<file path="config.mk">
export PLATFORM = sky130hd
export DESIGN_NAME = aes_key_sched_ctrl
export DESIGN_NICKNAME = d
export VERILOG_FILES = /design/src/rtl/aes_pkg.sv /design/src/rtl/aes_rk_store.sv /design/src/rtl/aes_key_sched_ctrl.sv
export SDC_FILE = /design/constraint.sdc
export NUM_CORES = 2
export LEC_CHECK = 0
export BUFFER_PORTS_ARGS = -buffer_cell sky130_fd_sc_hd__buf_2
export CAP_MARGIN = 20
export CORE_ASPECT_RATIO = 1.1
export CORE_UTILIZATION = 35
export CTS_CLUSTER_DIAMETER = 30
export DETAILED_ROUTE_END_ITERATION = 6
export GPL_ROUTABILITY_DRIVEN = 0
export SKIP_LAST_GASP = 1
export SLEW_MARGIN = 10
export SYNTH_ARGS = -nofsm -noshare
export SYNTH_HDL_FRONTEND = slang
export SYNTH_HIERARCHICAL = 1
export SYNTH_SLANG_ARGS = --single-unit
</file>
<file path="constraint.sdc">
create_clock -name clk -period 6.7 [get_ports clk]
set_input_delay 1.34 -clock clk [delete_from_list [all_inputs] [get_ports clk]]
set_output_delay 1.34 -clock clk [all_outputs]
set_load 0.02 [all_outputs]
</file>
<file path="src/rtl/aes_pkg.sv">
`default_nettype none
// +----------------------------------------------------------------------------+
// | Package     : aes_pkg                                                      |
// | Description : Shared AES-128 key-schedule definitions: round count,        |
// |               round-key type, sequencer state encoding and the RCON table  |
// |               used by the external key-expansion step datapath.            |
// | Revision    : 1.0 - initial release                                        |
// +----------------------------------------------------------------------------+
package aes_pkg;

  localparam int NUM_ROUNDS = 10;
  localparam int RK_W       = 128;

  typedef logic [RK_W-1:0] rk_t;

  typedef enum logic [1:0] {
    IDLE  = 2'd0,
    ISSUE = 2'd1,
    WAIT  = 2'd2,
    DONE  = 2'd3
  } ks_state_e;

  // Round constants for rounds 1..10 (index 0 is round 1).
  localparam logic [7:0] RCON [NUM_ROUNDS] = '{
    8'h01, 8'h02, 8'h04, 8'h08, 8'h10,
    8'h20, 8'h40, 8'h80, 8'h1B, 8'h36
  };

  // Round constant lookup for a 1-based round number; 0 outside 1..10.
  function automatic logic [7:0] rcon_for(input logic [3:0] round);
    logic [7:0] r;
    r = 8'h00;
    for (int i = 0; i < NUM_ROUNDS; i++) begin
      if (round == 4'(i + 1)) begin
        r = RCON[i];
      end
    end
    return r;
  endfunction

endpackage
`default_nettype wire

</file>
<file path="src/rtl/aes_rk_store.sv">
`default_nettype none
// +----------------------------------------------------------------------------+
// | Module      : aes_rk_store                                                 |
// | Description : Round-key register file with one write port, one registered |
// |               read port and one combinational peek port used by the       |
// |               sequencer to fetch the previous round key.                  |
// | Ports       : clk, rst_n (async, active-low clear of every entry)         |
// |               we/waddr/wdata   - write port                               |
// |               rd_addr/rd_data  - registered read, 0 for addr >= DEPTH     |
// |               peek_addr/peek_data - combinational read, 0 out of range    |
// | Revision    : 1.0 - initial release                                        |
// +----------------------------------------------------------------------------+
module aes_rk_store #(
  parameter int DEPTH = aes_pkg::NUM_ROUNDS + 1,
  parameter int AW    = 4
) (
  input  logic          clk,
  input  logic          rst_n,
  input  logic          we,
  input  logic [AW-1:0] waddr,
  input  logic [127:0]  wdata,
  input  logic [AW-1:0] rd_addr,
  output logic [127:0]  rd_data,
  input  logic [AW-1:0] peek_addr,
  output logic [127:0]  peek_data
);
  import aes_pkg::*;

  rk_t entry_q [DEPTH];
  rk_t entry_d [DEPTH];
  rk_t rd_data_q;
  rk_t rd_data_d;

  always_comb begin
    for (int i = 0; i < DEPTH; i++) begin
      entry_d[i] = entry_q[i];
      if (we && (waddr == AW'(i))) begin
        entry_d[i] = wdata;
      end
    end
  end

  // Reads decode against the current contents, so a read of an entry being
  // written on the same edge returns the old value.
  always_comb begin
    rd_data_d = '0;
    peek_data = '0;
    for (int i = 0; i < DEPTH; i++) begin
      if (rd_addr == AW'(i)) begin
        rd_data_d = entry_q[i];
      end
      if (peek_addr == AW'(i)) begin
        peek_data = entry_q[i];
      end
    end
  end

  always_ff @(posedge clk or negedge rst_n) begin
    if (!rst_n) begin
      for (int i = 0; i < DEPTH; i++) begin
        entry_q[i] <= '0;
      end
      rd_data_q <= '0;
    end else begin
      for (int i = 0; i < DEPTH; i++) begin
        entry_q[i] <= entry_d[i];
      end
      rd_data_q <= rd_data_d;
    end
  end

  assign rd_data = rd_data_q;

endmodule
`default_nettype wire

</file>
<file path="src/rtl/aes_key_sched_ctrl.sv">
`default_nettype none
// +----------------------------------------------------------------------------+
// | Module      : aes_key_sched_ctrl                                           |
// | Description : Sequencer for the iterative AES-128 key-expansion step      |
// |               datapath. Accepts a key, issues rounds 1..NUM_ROUNDS to the |
// |               step datapath, captures each result STEP_LAT cycles later   |
// |               and stores all round keys for the cipher core.              |
// | Ports       : clk, rst (async, active-low)                                |
// |               key_in/key_valid/key_ready - key intake handshake           |
// |               step_key/step_round/step_result - step datapath interface   |
// |               rk_rd_addr/rk_rd_data - registered round-key read port      |
// |               keys_valid, busy, done - status                             |
// | Revision    : 1.0 - initial release                                        |
// +----------------------------------------------------------------------------+
module aes_key_sched_ctrl #(
  parameter int STEP_LAT   = 2,
  parameter int NUM_ROUNDS = aes_pkg::NUM_ROUNDS
) (
  input  logic         clk,
  input  logic         rst,
  input  logic [127:0] key_in,
  input  logic         key_valid,
  output logic         key_ready,
  output logic [127:0] step_key,
  output logic [3:0]   step_round,
  input  logic [127:0] step_result,
  input  logic [3:0]   rk_rd_addr,
  output logic [127:0] rk_rd_data,
  output logic         keys_valid,
  output logic         busy,
  output logic         done
);
  import aes_pkg::*;

  localparam int          CNT_W      = (STEP_LAT > 1) ? $clog2(STEP_LAT) : 1;
  localparam logic [3:0]  LAST_ROUND = 4'(NUM_ROUNDS);
  localparam logic [CNT_W-1:0] LAST_CNT = CNT_W'(STEP_LAT - 1);

  ks_state_e        state_q, state_d;
  logic [3:0]       round_q, round_d;
  logic [CNT_W-1:0] cnt_q, cnt_d;
  rk_t              step_key_q, step_key_d;
  logic [3:0]       step_round_q, step_round_d;
  logic             keys_valid_q, keys_valid_d;
  logic             done_q, done_d;

  logic       wr_en;
  logic [3:0] wr_addr;
  rk_t        wr_data;
  logic [3:0] peek_addr;
  rk_t        peek_data;

  // The key feeding round N is always round key N-1.
  assign peek_addr = round_q - 4'd1;

  aes_rk_store #(
    .DEPTH (NUM_ROUNDS + 1),
    .AW    (4)
  ) u_rk_store (
    .clk       (clk),
    .rst_n     (rst),
    .we        (wr_en),
    .waddr     (wr_addr),
    .wdata     (wr_data),
    .rd_addr   (rk_rd_addr),
    .rd_data   (rk_rd_data),
    .peek_addr (peek_addr),
    .peek_data (peek_data)
  );

  always_comb begin
    state_d      = state_q;
    round_d      = round_q;
    cnt_d        = cnt_q;
    step_key_d   = step_key_q;
    step_round_d = step_round_q;
    keys_valid_d = keys_valid_q;
    done_d       = 1'b0;
    wr_en        = 1'b0;
    wr_addr      = round_q;
    wr_data      = step_result;

    case (state_q)
      IDLE, DONE: begin
        if (key_valid) begin
          wr_en        = 1'b1;
          wr_addr      = 4'd0;
          wr_data      = key_in;
          round_d      = 4'd1;
          keys_valid_d = 1'b0;
          state_d      = ISSUE;
        end
      end
      ISSUE: begin
        // Step inputs are registered here and held untouched through WAIT.
        step_key_d   = peek_data;
        step_round_d = round_q;
        cnt_d        = '0;
        state_d      = WAIT;
      end
      WAIT: begin
        cnt_d = cnt_q + CNT_W'(1);
        if (cnt_q == LAST_CNT) begin
          wr_en   = 1'b1;
          wr_addr = round_q;
          if (round_q == LAST_ROUND) begin
            state_d      = DONE;
            keys_valid_d = 1'b1;
            done_d       = 1'b1;
            step_round_d = 4'd0;
          end else begin
            round_d = round_q + 4'd1;
            state_d = ISSUE;
          end
        end
      end
      default: begin
        state_d = IDLE;
      end
    endcase
  end

  always_ff @(posedge clk or negedge rst) begin
    if (!rst) begin
      state_q      <= IDLE;
      round_q      <= 4'd0;
      cnt_q        <= '0;
      step_key_q   <= '0;
      step_round_q <= 4'd0;
      keys_valid_q <= 1'b0;
      done_q       <= 1'b0;
    end else begin
      state_q      <= state_d;
      round_q      <= round_d;
      cnt_q        <= cnt_d;
      step_key_q   <= step_key_d;
      step_round_q <= step_round_d;
      keys_valid_q <= keys_valid_d;
      done_q       <= done_d;
    end
  end

  assign key_ready  = (state_q == IDLE) || (state_q == DONE);
  assign busy       = (state_q == ISSUE) || (state_q == WAIT);
  assign step_key   = step_key_q;
  assign step_round = step_round_q;
  assign keys_valid = keys_valid_q;
  assign done       = done_q;

endmodule
`default_nettype wire
</file>
==> results.py <==
metrics = {
    "yosys": {
        "yosysUniqueCellTypes": 74,
        "syn_nets": 8225,
        "syn_area_mm2": 0.08868,
        "synth_enable_flop_cells": 0,
        "yosysWarningCount": 6,
        "ys_seq_elements": 1677,
        "synthCells": 7955,
        "synthArstFlopShare_pct": 100.0,
        "ys.flop_type": "dfrtp_1",
        "synth_seq_area_share_pct": 47.32,
        "syn_area_per_cell_um2": 11.15,
    },
    "timing": {
        "period_share_pct": 72.90,
        "finalCriticalPeriod_ns": 4.884,
        "setup_ws_ns": 1.816,
        "finalSetupTns_ns": 0,
        "final-max-slew-violation-count": 0,
        "fin_skew_ns": 0.08138,
        "hold_viol_final": 0,
        "fmax_ghz": 0.2047,
        "finalSetupViolCount": 0,
        "rsz0062_at_grt": "false",
        "slew_headroom_pct": 12.24,
        "worstMarginPinSlew_ns": 1.313,
    },
    "outcome": {
        "status": "completed",
    },
    "route": {
        "drc_errors": 0,
        "drtIter0Drc": 9930,
        "vias": 76310,
        "drt-wirelength-per-cell_um": 32.95,
        "ant_nets": 0,
        "viasPerCell": 6.430,
        "wl_um": 391100,
        "first_pass_iters": 6,
    },
    "pwr": {
        "power_frac_clock_pct": 39.6,
        "p_int_w": 0.03222,
        "netSwitchingPower_w": 0.01849,
        "power.leakage_nw": 48.37,
        "peakVddDrop_mv": 0.5803,
        "p_total_w": 0.05071,
        "power.density_mw_per_mm2": 470.0,
        "combPwrFrac_pct": 32.5,
        "seqPwrFrac_pct": 27.9,
        "swShare_pct": 36.46,
    },
    "global_routing": {
        "grt.overflow.total": 0,
        "grt_antenna_before_repair": 38,
        "grt_pass1_wl_um": 550700,
        "first_global_vias": 75286,
        "track_usage_pct": 29.78,
        "grt_max_degree": 161,
    },
    "clock_network": {
        "cts_resized": 0,
        "numClockSinks": 1677,
        "clkSlewWorstSetupHoldPaths_ns": 0.04,
        "cts_buffer_depth": 4,
        "cts_root_buffer": "clkbuf_16",
        "h-tree-depth": 5,
        "numCtsBuffers": 404,
        "cts_hold_buf": 0,
        "cts_tree": "built",
        "clk_latency_ns": 0.98,
        "post_cts_buffers": 0,
    },
    "worst_setup_path": {
        "required_ns": 7.48,
        "critPathArrivalTime_ns": 5.67,
        "critPathKind": "reg2reg",
        "start_kind": "flip-flop",
        "end_kind": "flip-flop",
        "cp_max_fo": 115,
    },
    "die": {
        "die_area_mm2": 0.2554,
        "num_rows": 193,
        "initial_utilization_pct": 35.24,
        "die_w_um": 481.9,
        "dieHeight_um": 529.9,
        "boundaryPins": 527,
        "core_mm2": 0.2516,
    },
    "cells_and_area": {
        "fillCellCount": 23238,
        "area_growth_pct": 21.66,
        "layout_common_cells": "1,784 x mux2_2, 1,677 x dfrtp_1, 521 x buf_2, 488 x o21ai_0, 419 x a21oi_1",
        "finish.instance_area_mm2": 0.1079,
        "nets": 8492,
        "drive_gt1_share_pct": 37.99,
        "layout_commonest_cell": "mux2_2",
    },
    "placement": {
        "hpwl_um": 215300,
        "placed_cell_area_mm2": 0.09391,
        "place_ws_ns": 1.910,
        "port_buffers": 526,
    },
    "hold_path": {
        "holdCritPathClass": "in2async",
    },
    "run": {
        "maxCapViolCount": 0,
    },
}
[registers in the layout, indices dropped and copies added, names as in the netlist]
| register | count |
|---|---|
| cnt_q | 1 |
| done | 1 |
| u_rk_store/rd_data | 128 |
| step_key | 128 |
| step_round | 4 |
| state_q | 2 |
| u_rk_store/entry_q | 1408 |
| keys_valid | 1 |
| round_q | 4 |
[logic make-up after synthesis]
| group | synth area share [%] |
|---|---|
| xor+xnor | 0.01976 |
| fa+ha+maj | 0.09876 |
| flops | 47.32 |
| buf+inv | 4.485 |
| mux | 26.44 |
| compound gates | 15.47 |
| simple gates | 6.171 |
[stage by stage]
| stage | hold WS (ns) | std cells | util (%) |
|---|---|---|---|
| 2_1_floorplan | 0.4664 | 7955 | - |
| 3_3_place_gp | 0.4876 | 11127 | 37.28 |
| 3_5_place_dp | 0.4910 | 11131 | 37.32 |
| 4_1_cts | 0.2822 | 11853 | 42.86 |
| 5_1_grt | 0.2959 | 11857 | 42.87 |
| 6_report | 0.2768 | 11867 | 42.88 |
[critical path: stages, from the launching register on]
cell      delay, ns
dfrtp_1        0.49
inv_8          0.32
ha_1           0.31
xor2_4         0.50
buf_12         0.73
nor2_1         0.26
nand2_4        0.71
buf_4          0.45
o21ai_0        0.14
o211ai_1       0.26
a21oi_1        0.11
mux2_2         0.27
[synthesized netlist by cell type, drive strengths merged, types with 5 or more instances]
library cell	number	area share [%]
o32ai	20	0.20
a21oi	422	2.4
nor2b	102	0.72
a221oi	105	1.1
clkbuf	354	1.5
a211oi	7	0.059
o211ai	151	1.3
dfrtp	1677	47
buf	479	2.9
o22a	5	0.049
o221ai	74	0.73
o221a	5	0.063
nand3	130	0.73
or3	7	0.055
inv	11	0.049
o31ai	6	0.051
o21bai	29	0.25
a32oi	6	0.059
and3	64	0.45
nand3b	7	0.059
o31a	5	0.049
a2bb2oi	22	0.22
a21boi	81	0.69
a22o	35	0.35
a221o	15	0.17
a22oi	87	0.74
nor3	31	0.18
o21a	15	0.13
mux2	1784	23
ha	7	0.099
nor2	387	1.7
mux2i	333	3.8
a21o	12	0.10
o2bb2ai	39	0.39
nand2	322	1.4
o21ai	550	3.1
and2	21	0.15
o22ai	371	2.6
nor3b	7	0.096
o2111ai	66	0.65
nand2b	81	0.57
[path summary, 6_finish.rpt]
kind                            cells after the start  slack [ns]                          startpoint                                    to
worst min-delay path                                1        0.28                                 rst  u_rk_store/entry_q[1261]$_DFFE_PN0P_
min in group clk                                    2        0.46  u_rk_store/entry_q[54]$_DFFE_PN0P_      u_rk_store/rd_data[54]$_DFF_PN0_
max in group asynchronous                           3        4.63                                 rst   u_rk_store/entry_q[180]$_DFFE_PN0P_
worst max-delay path                               11        1.82              round_q[0]$_DFFE_PN0P_              step_key[52]$_DFFE_PN0N_
worst max register to register                     11        1.82              round_q[0]$_DFFE_PN0P_              step_key[52]$_DFFE_PN0N_
worst min register to register                      2        0.46  u_rk_store/entry_q[54]$_DFFE_PN0P_      u_rk_store/rd_data[54]$_DFF_PN0_
[final cells by class]
type	instances	area [um2]	share of cell area, %
multi-input cells	5434	43180	40.03
well taps	3315	4148	3.845
inverters	11	73.82	0.06842
clock buffers	537	11470	10.63
repair buffers	694	4543	4.211
diodes	14	35.03	0.03247
clock inverters	185	2470	2.289
flip-flops and latches	1677	41970	38.90
[power groups by stage]
stage               registers, W  clock network (W)  logic [W]
CTS                       0.0141             0.0202     0.0160
global route              0.0144             0.0207     0.0170
global placement          0.0141                  0     0.0157
floorplan                 0.0140                  0    0.00972
finish                    0.0142             0.0201     0.0165
detailed placement        0.0142                  0     0.0159
[layer usage]
metal	global-route usage, %	vias up	share of wire, %
li1	-	30153	-
met1	38.14	38524	38
met2	44.64	5986	43
met3	7.516	1633	12
met4	19.08	14	7.3
met5	0	-	0.026
No activity file was read; power rests on OpenSTA's default activity.
